[src/rtl/multicycle_ctrl_if.sv]
// Control bundle between the multicycle controller and its datapath: instruction
// fields flow in, mux selects, strobes and extended-op qualifiers flow out.
interface multicycle_ctrl_if #(
  parameter int ALUCTRL_W = 4
);
  logic [1:0]           Op;
  logic [5:0]           Funct;
  logic [3:0]           Rd;
  logic                 CondEx;

  logic                 PCWrite;
  logic                 AdrSrc;
  logic                 MemW;
  logic                 IRWrite;
  logic                 RegW;
  logic                 WrHi;
  logic [1:0]           ResultSrc;
  logic [1:0]           ALUSrcA;
  logic [1:0]           ALUSrcB;
  logic [1:0]           ImmSrc;
  logic [1:0]           RegSrc;
  logic [ALUCTRL_W-1:0] ALUControl;
  logic [1:0]           FlagW;
  logic                 Carry;
  logic                 NoWrite;
  logic                 Shift;
  logic                 Saturated;
  logic                 Negate;
  logic                 Unsigned;
  logic                 Long;
  logic                 Busy;

  // Controller side.
  modport master (
    input  Op, Funct, Rd, CondEx,
    output PCWrite, AdrSrc, MemW, IRWrite, RegW, WrHi, ResultSrc, ALUSrcA,
           ALUSrcB, ImmSrc, RegSrc, ALUControl, FlagW, Carry, NoWrite, Shift,
           Saturated, Negate, Unsigned, Long, Busy
  );

  // Datapath side.
  modport slave (
    output Op, Funct, Rd, CondEx,
    input  PCWrite, AdrSrc, MemW, IRWrite, RegW, WrHi, ResultSrc, ALUSrcA,
           ALUSrcB, ImmSrc, RegSrc, ALUControl, FlagW, Carry, NoWrite, Shift,
           Saturated, Negate, Unsigned, Long, Busy
  );
endinterface

[src/rtl/multicycle_ctrl.sv]
// Multicycle ARM controller: sequences each instruction through an FSM with
// registered Moore outputs, extended decode and iterative multiply/divide.
module multicycle_ctrl #(
  parameter int ALUCTRL_W = 4,
  parameter int MUL_CYC   = 2,
  parameter int DIV_CYC   = 32,
  parameter int LONG_EN   = 1
) (
  input  logic              clk,
  input  logic              reset,
  multicycle_ctrl_if.master bus
);

  typedef enum logic [3:0] {
    FETCH, DECODE, MEMADR, MEMRD, MEMWB, MEMWR, EXECR, EXECI,
    ALUWB, MULEX, DIVEX, LWBLO, LWBHI, BRANCH
  } state_t;

  localparam logic [3:0] ALU_ADD   = 4'b0000;
  localparam logic [3:0] ALU_SUB   = 4'b0001;
  localparam logic [3:0] ALU_AND   = 4'b0010;
  localparam logic [3:0] ALU_ORR   = 4'b0011;
  localparam logic [3:0] ALU_EOR   = 4'b0100;
  localparam logic [3:0] ALU_RSB   = 4'b0101;
  localparam logic [3:0] ALU_MUL   = 4'b0110;
  localparam logic [3:0] ALU_MLA   = 4'b0111;
  localparam logic [3:0] ALU_DIV   = 4'b1000;
  localparam logic [3:0] ALU_PASSB = 4'b1001;

  typedef struct packed {
    logic [3:0] alu;
    logic       carry;
    logic       no_write;
    logic       shift;
    logic       sat;
    logic       negate;
    logic       uns;
    logic       long_op;
    logic       logic_op;
    logic       div;
    logic       undef;
  } dec_t;

  typedef struct packed {
    logic       pc_write;
    logic       adr_src;
    logic       mem_w;
    logic       ir_write;
    logic       reg_w;
    logic       wr_hi;
    logic [1:0] result_src;
    logic [1:0] alu_src_a;
    logic [1:0] alu_src_b;
    logic [1:0] flag_w;
    logic [3:0] alu;
    logic       busy;
    logic       cond_gate;
  } ctl_t;

  state_t     state, state_nxt;
  ctl_t       ctl_q;
  dec_t       dec;
  logic [5:0] cnt;
  logic [3:0] fn;
  logic       s_bit;
  logic       rd_pc;
  logic       live;
  logic       cond_ok;

  assign fn    = bus.Funct[4:1];
  assign s_bit = bus.Funct[0];
  assign rd_pc = (bus.Rd == 4'd15);

  // NOTE: every variable gets a default at the top of always_comb so no path
  // leaves it unassigned and infers a latch.
  always_comb begin
    dec     = '0;
    dec.alu = ALU_ADD;
    case (bus.Op)
      2'b00: begin
        case (fn)
          4'b0000: dec.alu = ALU_AND;
          4'b0001: dec.alu = ALU_EOR;
          4'b0010: dec.alu = ALU_SUB;
          4'b0011: dec.alu = ALU_RSB;
          4'b0100: dec.alu = ALU_ADD;
          4'b0101: dec.alu = ALU_ADD;
          4'b0110: dec.alu = ALU_SUB;
          4'b0111: dec.alu = ALU_RSB;
          4'b1000: begin
            dec.alu      = s_bit ? ALU_AND : ALU_ADD;
            dec.no_write = s_bit;
            dec.sat      = ~s_bit;
          end
          4'b1001: begin
            dec.alu      = s_bit ? ALU_EOR : ALU_SUB;
            dec.no_write = s_bit;
            dec.sat      = ~s_bit;
          end
          4'b1010: begin
            dec.alu      = ALU_SUB;
            dec.no_write = 1'b1;
          end
          4'b1011: begin
            dec.alu      = ALU_ADD;
            dec.no_write = 1'b1;
          end
          4'b1100: dec.alu = ALU_ORR;
          4'b1101: begin
            dec.alu   = ALU_PASSB;
            dec.shift = 1'b1;
          end
          4'b1110: begin
            dec.alu    = ALU_AND;
            dec.negate = 1'b1;
          end
          default: begin
            dec.alu    = ALU_ORR;
            dec.negate = 1'b1;
          end
        endcase
        dec.carry    = fn inside {4'b0101, 4'b0110, 4'b0111};
        // Logical ops leave C/V alone when S is set.
        dec.logic_op = dec.alu inside {ALU_AND, ALU_ORR, ALU_EOR, ALU_PASSB};
      end
      2'b11: begin
        case (fn)
          4'b0000: dec.alu = ALU_MUL;
          4'b0001: dec.alu = ALU_MLA;
          4'b0011, 4'b0101: begin
            dec.alu     = ALU_MUL;
            dec.long_op = (LONG_EN != 0);
            dec.uns     = (fn == 4'b0011);
          end
          4'b0100, 4'b0110: begin
            dec.alu     = ALU_MLA;
            dec.long_op = (LONG_EN != 0);
            dec.uns     = (fn == 4'b0100);
          end
          4'b0010, 4'b0111, 4'b1000: begin
            dec.alu = ALU_DIV;
            dec.div = 1'b1;
            dec.uns = (fn == 4'b0111);
          end
          default: begin
            dec.alu   = 4'b0000;
            dec.undef = 1'b1;
          end
        endcase
      end
      default: ;
    endcase
  end

  function automatic ctl_t ctl_for(state_t s, dec_t d, logic sb, logic to_pc);
    ctl_t c;
    c           = '0;
    c.alu       = d.alu;
    c.cond_gate = 1'b1;
    case (s)
      FETCH: begin
        c.ir_write   = 1'b1;
        c.pc_write   = 1'b1;
        c.alu_src_a  = 2'b01;
        c.alu_src_b  = 2'b10;
        c.result_src = 2'b10;
        c.alu        = ALU_ADD;
        c.cond_gate  = 1'b0;
      end
      DECODE: begin
        c.alu_src_a  = 2'b01;
        c.alu_src_b  = 2'b10;
        c.result_src = 2'b10;
        c.alu        = ALU_ADD;
        c.cond_gate  = 1'b0;
      end
      MEMADR: c.alu_src_b = 2'b01;
      MEMRD:  c.adr_src   = 1'b1;
      MEMWB: begin
        c.result_src = 2'b01;
        c.reg_w      = 1'b1;
      end
      MEMWR: begin
        c.adr_src = 1'b1;
        c.mem_w   = 1'b1;
      end
      EXECR: c.alu_src_b = 2'b00;
      EXECI: c.alu_src_b = 2'b01;
      ALUWB: begin
        c.reg_w    = ~d.no_write & ~d.undef;
        c.flag_w   = {sb, sb & ~d.logic_op};
        c.pc_write = c.reg_w & to_pc;
      end
      MULEX, DIVEX: c.busy = 1'b1;
      LWBLO: c.reg_w = 1'b1;
      LWBHI: begin
        c.reg_w = 1'b1;
        c.wr_hi = 1'b1;
      end
      BRANCH: begin
        c.alu_src_b  = 2'b01;
        c.result_src = 2'b10;
        c.pc_write   = 1'b1;
      end
      default: ;
    endcase
    return c;
  endfunction

  always_comb begin
    state_nxt = state;
    case (state)
      FETCH:  state_nxt = DECODE;
      DECODE: begin
        if (dec.undef)            state_nxt = FETCH;
        else if (bus.Op == 2'b01) state_nxt = MEMADR;
        else if (bus.Op == 2'b10) state_nxt = BRANCH;
        else if (bus.Op == 2'b00) state_nxt = bus.Funct[5] ? EXECI : EXECR;
        else                      state_nxt = dec.div ? DIVEX : MULEX;
      end
      MEMADR: state_nxt = bus.Funct[0] ? MEMRD : MEMWR;
      MEMRD:  state_nxt = MEMWB;
      EXECR, EXECI: state_nxt = ALUWB;
      MULEX: if (cnt == 6'(MUL_CYC - 1)) state_nxt = dec.long_op ? LWBLO : ALUWB;
      DIVEX: if (cnt == 6'(DIV_CYC - 1)) state_nxt = dec.long_op ? LWBLO : ALUWB;
      LWBLO:  state_nxt = LWBHI;
      default: state_nxt = FETCH;
    endcase
  end

  // NOTE: sequential state uses non-blocking assignments only, so every
  // register samples the pre-edge values regardless of statement order.
  always_ff @(posedge clk) begin
    if (reset) begin
      state <= FETCH;
      ctl_q <= ctl_for(FETCH, dec, s_bit, rd_pc);
      cnt   <= '0;
    end else begin
      state <= state_nxt;
      ctl_q <= ctl_for(state_nxt, dec, s_bit, rd_pc);
      // Iteration counter runs only while an execute state repeats.
      if (state_nxt == state && (state == MULEX || state == DIVEX))
        cnt <= cnt + 6'd1;
      else
        cnt <= '0;
    end
  end

  // Strobes are silenced during reset and, outside FETCH/DECODE, by a failed condition.
  assign live    = ~reset;
  assign cond_ok = ~ctl_q.cond_gate | bus.CondEx;

  assign bus.PCWrite    = ctl_q.pc_write & live & cond_ok;
  assign bus.MemW       = ctl_q.mem_w & live & cond_ok;
  assign bus.RegW       = ctl_q.reg_w & live & cond_ok;
  assign bus.FlagW      = ctl_q.flag_w & {2{live & cond_ok}};
  assign bus.IRWrite    = ctl_q.ir_write & live;
  assign bus.Busy       = ctl_q.busy & live;
  assign bus.AdrSrc     = ctl_q.adr_src;
  assign bus.WrHi       = ctl_q.wr_hi;
  assign bus.ResultSrc  = ctl_q.result_src;
  assign bus.ALUSrcA    = ctl_q.alu_src_a;
  assign bus.ALUSrcB    = ctl_q.alu_src_b;
  assign bus.ALUControl = ALUCTRL_W'(ctl_q.alu);
  assign bus.ImmSrc     = bus.Op;
  assign bus.RegSrc     = {bus.Op == 2'b01, bus.Op == 2'b10};

  assign bus.Carry     = dec.carry;
  assign bus.NoWrite   = dec.no_write;
  assign bus.Shift     = dec.shift;
  assign bus.Saturated = dec.sat;
  assign bus.Negate    = dec.negate;
  assign bus.Unsigned  = dec.uns;
  assign bus.Long      = dec.long_op;

endmodule

[src/flat_wrapper.sv]
// flat-port wrapper written by rule: the top's interface ports become plain ports
module multicycle_ctrl_flat 
#(
  parameter int ALUCTRL_W = 4,
  parameter int MUL_CYC   = 2,
  parameter int DIV_CYC   = 32,
  parameter int LONG_EN   = 1
)
  (clk, reset, bus_Op, bus_Funct, bus_Rd, bus_CondEx, bus_PCWrite, bus_AdrSrc, bus_MemW, bus_IRWrite, bus_RegW, bus_WrHi, bus_ResultSrc, bus_ALUSrcA, bus_ALUSrcB, bus_ImmSrc, bus_RegSrc, bus_ALUControl, bus_FlagW, bus_Carry, bus_NoWrite, bus_Shift, bus_Saturated, bus_Negate, bus_Unsigned, bus_Long, bus_Busy);
  multicycle_ctrl_if #(.ALUCTRL_W(ALUCTRL_W)) bus_i ();
  input  logic clk;
  input  logic reset;
  input wire logic [$bits(bus_i.Op)-1:0] bus_Op;
  input wire logic [$bits(bus_i.Funct)-1:0] bus_Funct;
  input wire logic [$bits(bus_i.Rd)-1:0] bus_Rd;
  input wire logic [$bits(bus_i.CondEx)-1:0] bus_CondEx;
  output wire logic [$bits(bus_i.PCWrite)-1:0] bus_PCWrite;
  output wire logic [$bits(bus_i.AdrSrc)-1:0] bus_AdrSrc;
  output wire logic [$bits(bus_i.MemW)-1:0] bus_MemW;
  output wire logic [$bits(bus_i.IRWrite)-1:0] bus_IRWrite;
  output wire logic [$bits(bus_i.RegW)-1:0] bus_RegW;
  output wire logic [$bits(bus_i.WrHi)-1:0] bus_WrHi;
  output wire logic [$bits(bus_i.ResultSrc)-1:0] bus_ResultSrc;
  output wire logic [$bits(bus_i.ALUSrcA)-1:0] bus_ALUSrcA;
  output wire logic [$bits(bus_i.ALUSrcB)-1:0] bus_ALUSrcB;
  output wire logic [$bits(bus_i.ImmSrc)-1:0] bus_ImmSrc;
  output wire logic [$bits(bus_i.RegSrc)-1:0] bus_RegSrc;
  output wire logic [$bits(bus_i.ALUControl)-1:0] bus_ALUControl;
  output wire logic [$bits(bus_i.FlagW)-1:0] bus_FlagW;
  output wire logic [$bits(bus_i.Carry)-1:0] bus_Carry;
  output wire logic [$bits(bus_i.NoWrite)-1:0] bus_NoWrite;
  output wire logic [$bits(bus_i.Shift)-1:0] bus_Shift;
  output wire logic [$bits(bus_i.Saturated)-1:0] bus_Saturated;
  output wire logic [$bits(bus_i.Negate)-1:0] bus_Negate;
  output wire logic [$bits(bus_i.Unsigned)-1:0] bus_Unsigned;
  output wire logic [$bits(bus_i.Long)-1:0] bus_Long;
  output wire logic [$bits(bus_i.Busy)-1:0] bus_Busy;
  assign bus_i.Op = bus_Op;
  assign bus_i.Funct = bus_Funct;
  assign bus_i.Rd = bus_Rd;
  assign bus_i.CondEx = bus_CondEx;
  assign bus_PCWrite = bus_i.PCWrite;
  assign bus_AdrSrc = bus_i.AdrSrc;
  assign bus_MemW = bus_i.MemW;
  assign bus_IRWrite = bus_i.IRWrite;
  assign bus_RegW = bus_i.RegW;
  assign bus_WrHi = bus_i.WrHi;
  assign bus_ResultSrc = bus_i.ResultSrc;
  assign bus_ALUSrcA = bus_i.ALUSrcA;
  assign bus_ALUSrcB = bus_i.ALUSrcB;
  assign bus_ImmSrc = bus_i.ImmSrc;
  assign bus_RegSrc = bus_i.RegSrc;
  assign bus_ALUControl = bus_i.ALUControl;
  assign bus_FlagW = bus_i.FlagW;
  assign bus_Carry = bus_i.Carry;
  assign bus_NoWrite = bus_i.NoWrite;
  assign bus_Shift = bus_i.Shift;
  assign bus_Saturated = bus_i.Saturated;
  assign bus_Negate = bus_i.Negate;
  assign bus_Unsigned = bus_i.Unsigned;
  assign bus_Long = bus_i.Long;
  assign bus_Busy = bus_i.Busy;
  multicycle_ctrl #(.ALUCTRL_W(ALUCTRL_W), .MUL_CYC(MUL_CYC), .DIV_CYC(DIV_CYC), .LONG_EN(LONG_EN)) u_core (.clk(clk), .reset(reset), .bus(bus_i));
endmodule
[config.mk]
export PLATFORM = sky130hd
export DESIGN_NAME = multicycle_ctrl_flat
export DESIGN_NICKNAME = d
export VERILOG_FILES = /design/src/rtl/multicycle_ctrl_if.sv /design/src/rtl/multicycle_ctrl.sv /design/src/flat_wrapper.sv
export SDC_FILE = /design/constraint.sdc
export NUM_CORES = 1
export LEC_CHECK = 0
export CAP_MARGIN = 20
export CORE_MARGIN = 1.5
export CORE_UTILIZATION = 38
export CTS_CLUSTER_DIAMETER = 120
export DETAILED_ROUTE_END_ITERATION = 6
export GPL_TIMING_DRIVEN = 1
export PLACE_DENSITY_LB_ADDON = 0.3
export SETUP_SLACK_MARGIN = 0.3
export SLEW_MARGIN = 0
export SYNTH_ARGS = -nofsm -noshare
export SYNTH_HDL_FRONTEND = slang
export SYNTH_SLANG_ARGS = --single-unit
export TNS_END_PERCENT = 50
[constraint.sdc]
create_clock -name clk -period 2.85 [get_ports clk]
set_input_delay 0.57 -clock clk [delete_from_list [all_inputs] [get_ports clk]]
set_output_delay 0.57 -clock clk [all_outputs]
set_load 0.05 [all_outputs]
* Word level (Yosys, flattened, before mapping)
Cells that the tools add are included.
** Word-level totals
- Register bits after elaboration :: 30
- Latch bits :: 0
- RAM bits :: 0
- ROM bits :: 0
- Input bits :: 15
- Output and inout port bits :: 30
- Logic and storage cells :: 156
- Memories :: 0
** Cells by class
- Add/subtract/negate cells :: 1
- Multiply operators :: 0
- Divide/modulo/power cells :: 0
- Order comparisons :: 0
- Equal/unequal tests :: 45
- Shift operators :: 0
- Muxes and demuxes :: 40
- Bitwise gates (word level) :: 22
- Reduce and logical (&&, ||, !) cells :: 33
** Operators with widths (count)
- equality test 4 bit, second input constant :: 18
- one-hot mux 4 bit (8 select lines) :: 2
- equality test 4 x 3 -> 1 bit, second input constant :: 10
- equality test 4 x 2 -> 1 bit, second input constant :: 8
- 2-to-1 mux 4 bit :: 7
- OR reduction 3 bit :: 9
- OR reduction 2 bit :: 13
- 2-to-1 mux 1 bit :: 15
- OR reduction 14 bit :: 1
- bitwise AND 1 bit :: 12
- equality test 4 x 1 -> 1 bit, second input constant :: 3
- logical NOT 4 bit :: 3
- one-hot mux 4 bit (3 select lines) :: 1
- 2-to-1 mux 2 bit :: 5
- OR reduction 9 bit :: 1
- NOT 1 bit :: 8
- one-hot mux 2 bit (2 select lines) :: 2
- one-hot mux 4 bit (2 select lines) :: 1
- adder 6 x 1 -> 6 bit, second input constant :: 1
- equality test 6 x 1 -> 1 bit, second input constant :: 1
- equality test 6 x 5 -> 1 bit, second input constant :: 1
- 2-to-1 mux 3 bit :: 2
- one-hot mux 1 bit (2 select lines) :: 3
- 2-to-1 mux 5 bit :: 1
- 12 further kinds :: 13

* Longest topological paths before layout
- Depth in word-level cells :: 14
- Depth in mapped cells :: 9
- Mapped depth without buffers :: 8

* Least setup slack after synthesis
OpenSTA, ideal clock, no wires.
- Kind :: input to output
- Start :: in bus_Op[0]
- End :: out bus_Saturated
- Data arrival time :: 2545 ps
- Data required time :: 2280 ps
- Path slack :: -265 ps
- Cell stages on the path :: 5
- Path buffers :: 1
- Path through :: inv_1 > ha_1 > clkbuf_1 > nand2_1 > nor4_1
** Between the ends
- Word-level cells in the longest chain between the ends :: 2
** Ends and longest elaborated chain
- start: declaration :: RTL line flat_wrapper.sv:13 : input wire logic [$bits(bus_i.Op)-1:0] bus_Op;
- logical NOT 2 bit :: RTL line multicycle_ctrl.sv:79 : case (bus.Op)
- 2-to-1 mux 5 bit :: RTL line multicycle_ctrl.sv:79
- end: declaration :: RTL line flat_wrapper.sv:33 : output wire logic [$bits(bus_i.Saturated)-1:0] bus_Saturated;
No other way between the ends.

* Worst setup path after layout
- Start :: in bus_Funct[0]
- End :: out bus_NoWrite
** Between the ends
- Word-level cells in the longest chain between the ends :: 2
** Ends and longest elaborated chain
- start: declaration :: RTL line flat_wrapper.sv:14 : input wire logic [$bits(bus_i.Funct)-1:0] bus_Funct;
- one-hot mux 1 bit (2 select lines) :: RTL line multicycle_ctrl.sv:81 : case (fn)
- 2-to-1 mux 5 bit :: RTL line multicycle_ctrl.sv:79
- end: declaration :: RTL line flat_wrapper.sv:31 : output wire logic [$bits(bus_i.NoWrite)-1:0] bus_NoWrite;
No other way between the ends.

==> key figures <==
Drt
  • Avg WL per Cell: 12.66 um
  • DR pass1 iterations: 4
  • WL final: 4050 um
  • DR WL met3: 121 um
  • Wl on met1: 1880 um
  • Initial DRC Count: 85
  • Via count: 1,617
  • ANT nets after route: 0
  • Metal2 WL: 2008 um
  • DR DRC count: 0
  • Top Metal Used: met4
  • Vias per cell: 5.053

Pwr
  • Leakage dissipation: 1.105 nW
  • Pwr dens: 444.3 nW/um2
  • Max rail drop VDD: 0.3346 mV

Die
  • Starting Density: 39.81%
  • FP Rows: 24
  • Die H: 70.78 um
  • Die width: 70.78 um
  • Core Area: 4384 um2
  • Num ports: 45
  • Full die area: 5009 um2

Global routing
  • GRT Util Overall: 16.83%
  • Remaining global-route overflow: 0
  • Vias in the first global route: 1,533
  • Initial antenna violation count: 0
  • Largest net degree at the start of global routing: 14
  • First-pass GRT wire length: 6672 um

Clock tree
  • Clock Sinks: 29
  • Worst-skew pair later-pin latency: 0.27 ns
  • H-tree levels: 2
  • Hold buffers post-CTS: 0
  • Maximum clock path buffer count: 2
  • Total CTS buffers: 5
  • Reg clk slew, reported paths: 0.05 ns
  • Root buffer cell: clkbuf_8
  • TritonCTS clock tree: done

Placed design
  • DP Cell Count: 306
  • GP Congestion: 0.7761
  • Port bufs: 43
  • Pre-CTS setup slack: -0.09758 ns
  • HPWL Detailed: 3070 um

Critical path
  • Buf/Inv on CP: 3
  • Crit-path max FO: 7
  • Critical Path Sink Type: output port
  • CP arrival: 1.94 ns
  • Critical Path Max Stage Delay: 0.70 ns
  • CP top delay family: buffers and inverters
  • Worst setup SP type: input port
  • CP required: 2.28 ns
  • Worst Setup Path Type: input port to output port
  • CP max-delay cell: clkdlybuf4s50_1
  • Crit path cell chain: clkdlybuf4s50_1 > inv_1 > a211oi_4 > buf_12

Cells and area
  • Layout Cells excl Fill: 320
  • Final core utilization: 61.07%
  • Share of cells above drive strength 1: 29.85%
  • # diodes: 0
  • Area delta synth->final: 53.41%
  • Fin nets: 288
  • Reg area: 580.6 um2
  • Fillers: 380
  • Multi-input logic area: 1047 um2

Timing
  • Max Clk Rate: 397.9 MHz
  • Fin. Hold Viols: 0
  • Setup TNS: 0 ns
  • Max_slew headroom: 27.74%
  • Final WS setup: 0.3371 ns
  • RSZ-0062 raised after global routing: yes
  • Fin Hold WS: 0.4725 ns
  • Final slew viol count: 0
  • Final period utilization: 88.17%
  • Min Tclk post-route: 2.513 ns
  • Slew @ Worst Pin: 1.070 ns
  • Worst Clk Skew: 0.002493 ns
  • Count of final setup violators: 0

Run
  • Number of max-cap violations: 0

Logic synthesis
  • Post-synthesis cell type count: 56
  • Post-synth net total: 223
  • Post-synth EDFFs: 0
  • Number of synthesis warnings: 0
  • Area of the mapped netlist: 1745 um2
  • Post-Synthesis Cells: 202
  • Seq/Total Area, Yosys: 33.26%
  • Avg Inst Size Synth: 8.641 um2
  • Synthesized flop and latch total: 29
  • Most used DFF post-synth: dfxtp_1
  • Ys async rst share: 0%

Worst hold path
  • Min-Delay Path Class: flip-flop to flip-flop

Status
  • Outcome: complete, no violations
## layout by cell type (no fill, tap or decap), types with 4 or more instances in the layout
master            n
buf_12           16
clkdlybuf4s50_1  19
nor3_1            4
dlygate4sd2_1     5
and2_1            9
a21oi_1           8
dfxtp_1          29
ha_1              4
nor2_1           23
xnor2_1           5
clkbuf_8          5
xor2_1            4
inv_1            10
buf_4            37
and3_1            5
o21ai_0           8
a21o_1            4
nand3_1           6
## sequential cells by signal, summed over array words and instances (netlist names)
| signal | count |
|---|---|
| u_core.ctl_q | 8 |
| u_core.state | 4 |
| u_core.bus.ALUControl | 4 |
| u_core.cnt | 6 |
| u_core.bus.ALUSrcB | 2 |
| u_core.bus.WrHi | 1 |
| u_core.bus.ResultSrc | 2 |
| u_core.bus.ALUSrcA | 1 |
| u_core.bus.AdrSrc | 1 |
## synthesized netlist by cell type, types with 5 or more instances
master | count | area share (%)
dfxtp_1 | 29 | 33
nor2_1 | 24 | 5.2
buf_4 | 12 | 5.2
and2_1 | 10 | 3.6
inv_1 | 10 | 2.2
a21oi_1 | 9 | 2.6
o21ai_0 | 8 | 2.3
ha_1 | 6 | 4.3
nand3_1 | 6 | 1.7
and3_1 | 5 | 1.8
clkbuf_1 | 5 | 1.1
xnor2_1 | 5 | 2.5
## report_power, final
part           internal [W]  switching, W  leakage (nW)
clock              0.000173      0.000138        0.0395
combinational      0.000199      0.000232         0.830
sequential         0.000434     0.0000141         0.236
total              0.000806      0.000384          1.11
## area by class of cell
class	count	share of cell area (%)
Clock buffer	8	2.991
Inverter	10	1.402
Sequential cell	29	21.68
Timing Repair Buffer	80	32.38
Tap cell	52	2.430
Multi-Input combinational cell	141	39.11
## logic make-up after synthesis
| logic type | synth area share [%] |
|---|---|
| xor gates and xnor gates | 4.516 |
| buffers and inverters | 10.18 |
| and+or+nand+nor | 27.10 |
| other | 0.2148 |
| AOI/OAI and AO/OA | 20.43 |
| adders and majority gates | 4.301 |
| DFF | 33.26 |
## through the flow
step            power, W  cell area, um2
6_report        0.001190            2678
4_1_cts         0.001198            2661
5_1_grt         0.001256            2678
2_1_floorplan  0.0007170            1768
3_5_place_dp   0.0008661            2511
3_3_place_gp   0.0008641            2511
## per-layer routing
| metal | up-vias | track usage, % |
|---|---|---|
| li1 | 828 | - |
| met1 | 760 | 21.45 |
| met2 | 25 | 27.83 |
| met3 | 4 | 4.274 |
| met4 | 0 | 5.660 |
| met5 | - | 0 |
## timing repair
item | CTS | global route
setup endpoints to repair | 16 | 12
pin swaps | 8 | 2
gates resized for setup | 14 | 3
setup buffers | 5 | 1
## worst paths after layout
kind | startpoint | to | slack (ns) | cells after the start
max reg2reg | u_core.cnt[0]$_SDFF_PP0_ | u_core.bus.ALUSrcB[0]$_SDFF_PP0_ | 0.37 | 8
max | bus_Funct[0] | bus_NoWrite | 0.34 | 4
min reg2reg | u_core.cnt[0]$_SDFF_PP0_ | u_core.cnt[0]$_SDFF_PP0_ | 0.47 | 1
min | u_core.cnt[0]$_SDFF_PP0_ | u_core.cnt[0]$_SDFF_PP0_ | 0.47 | 1
(Power assumes the default switching activity.)
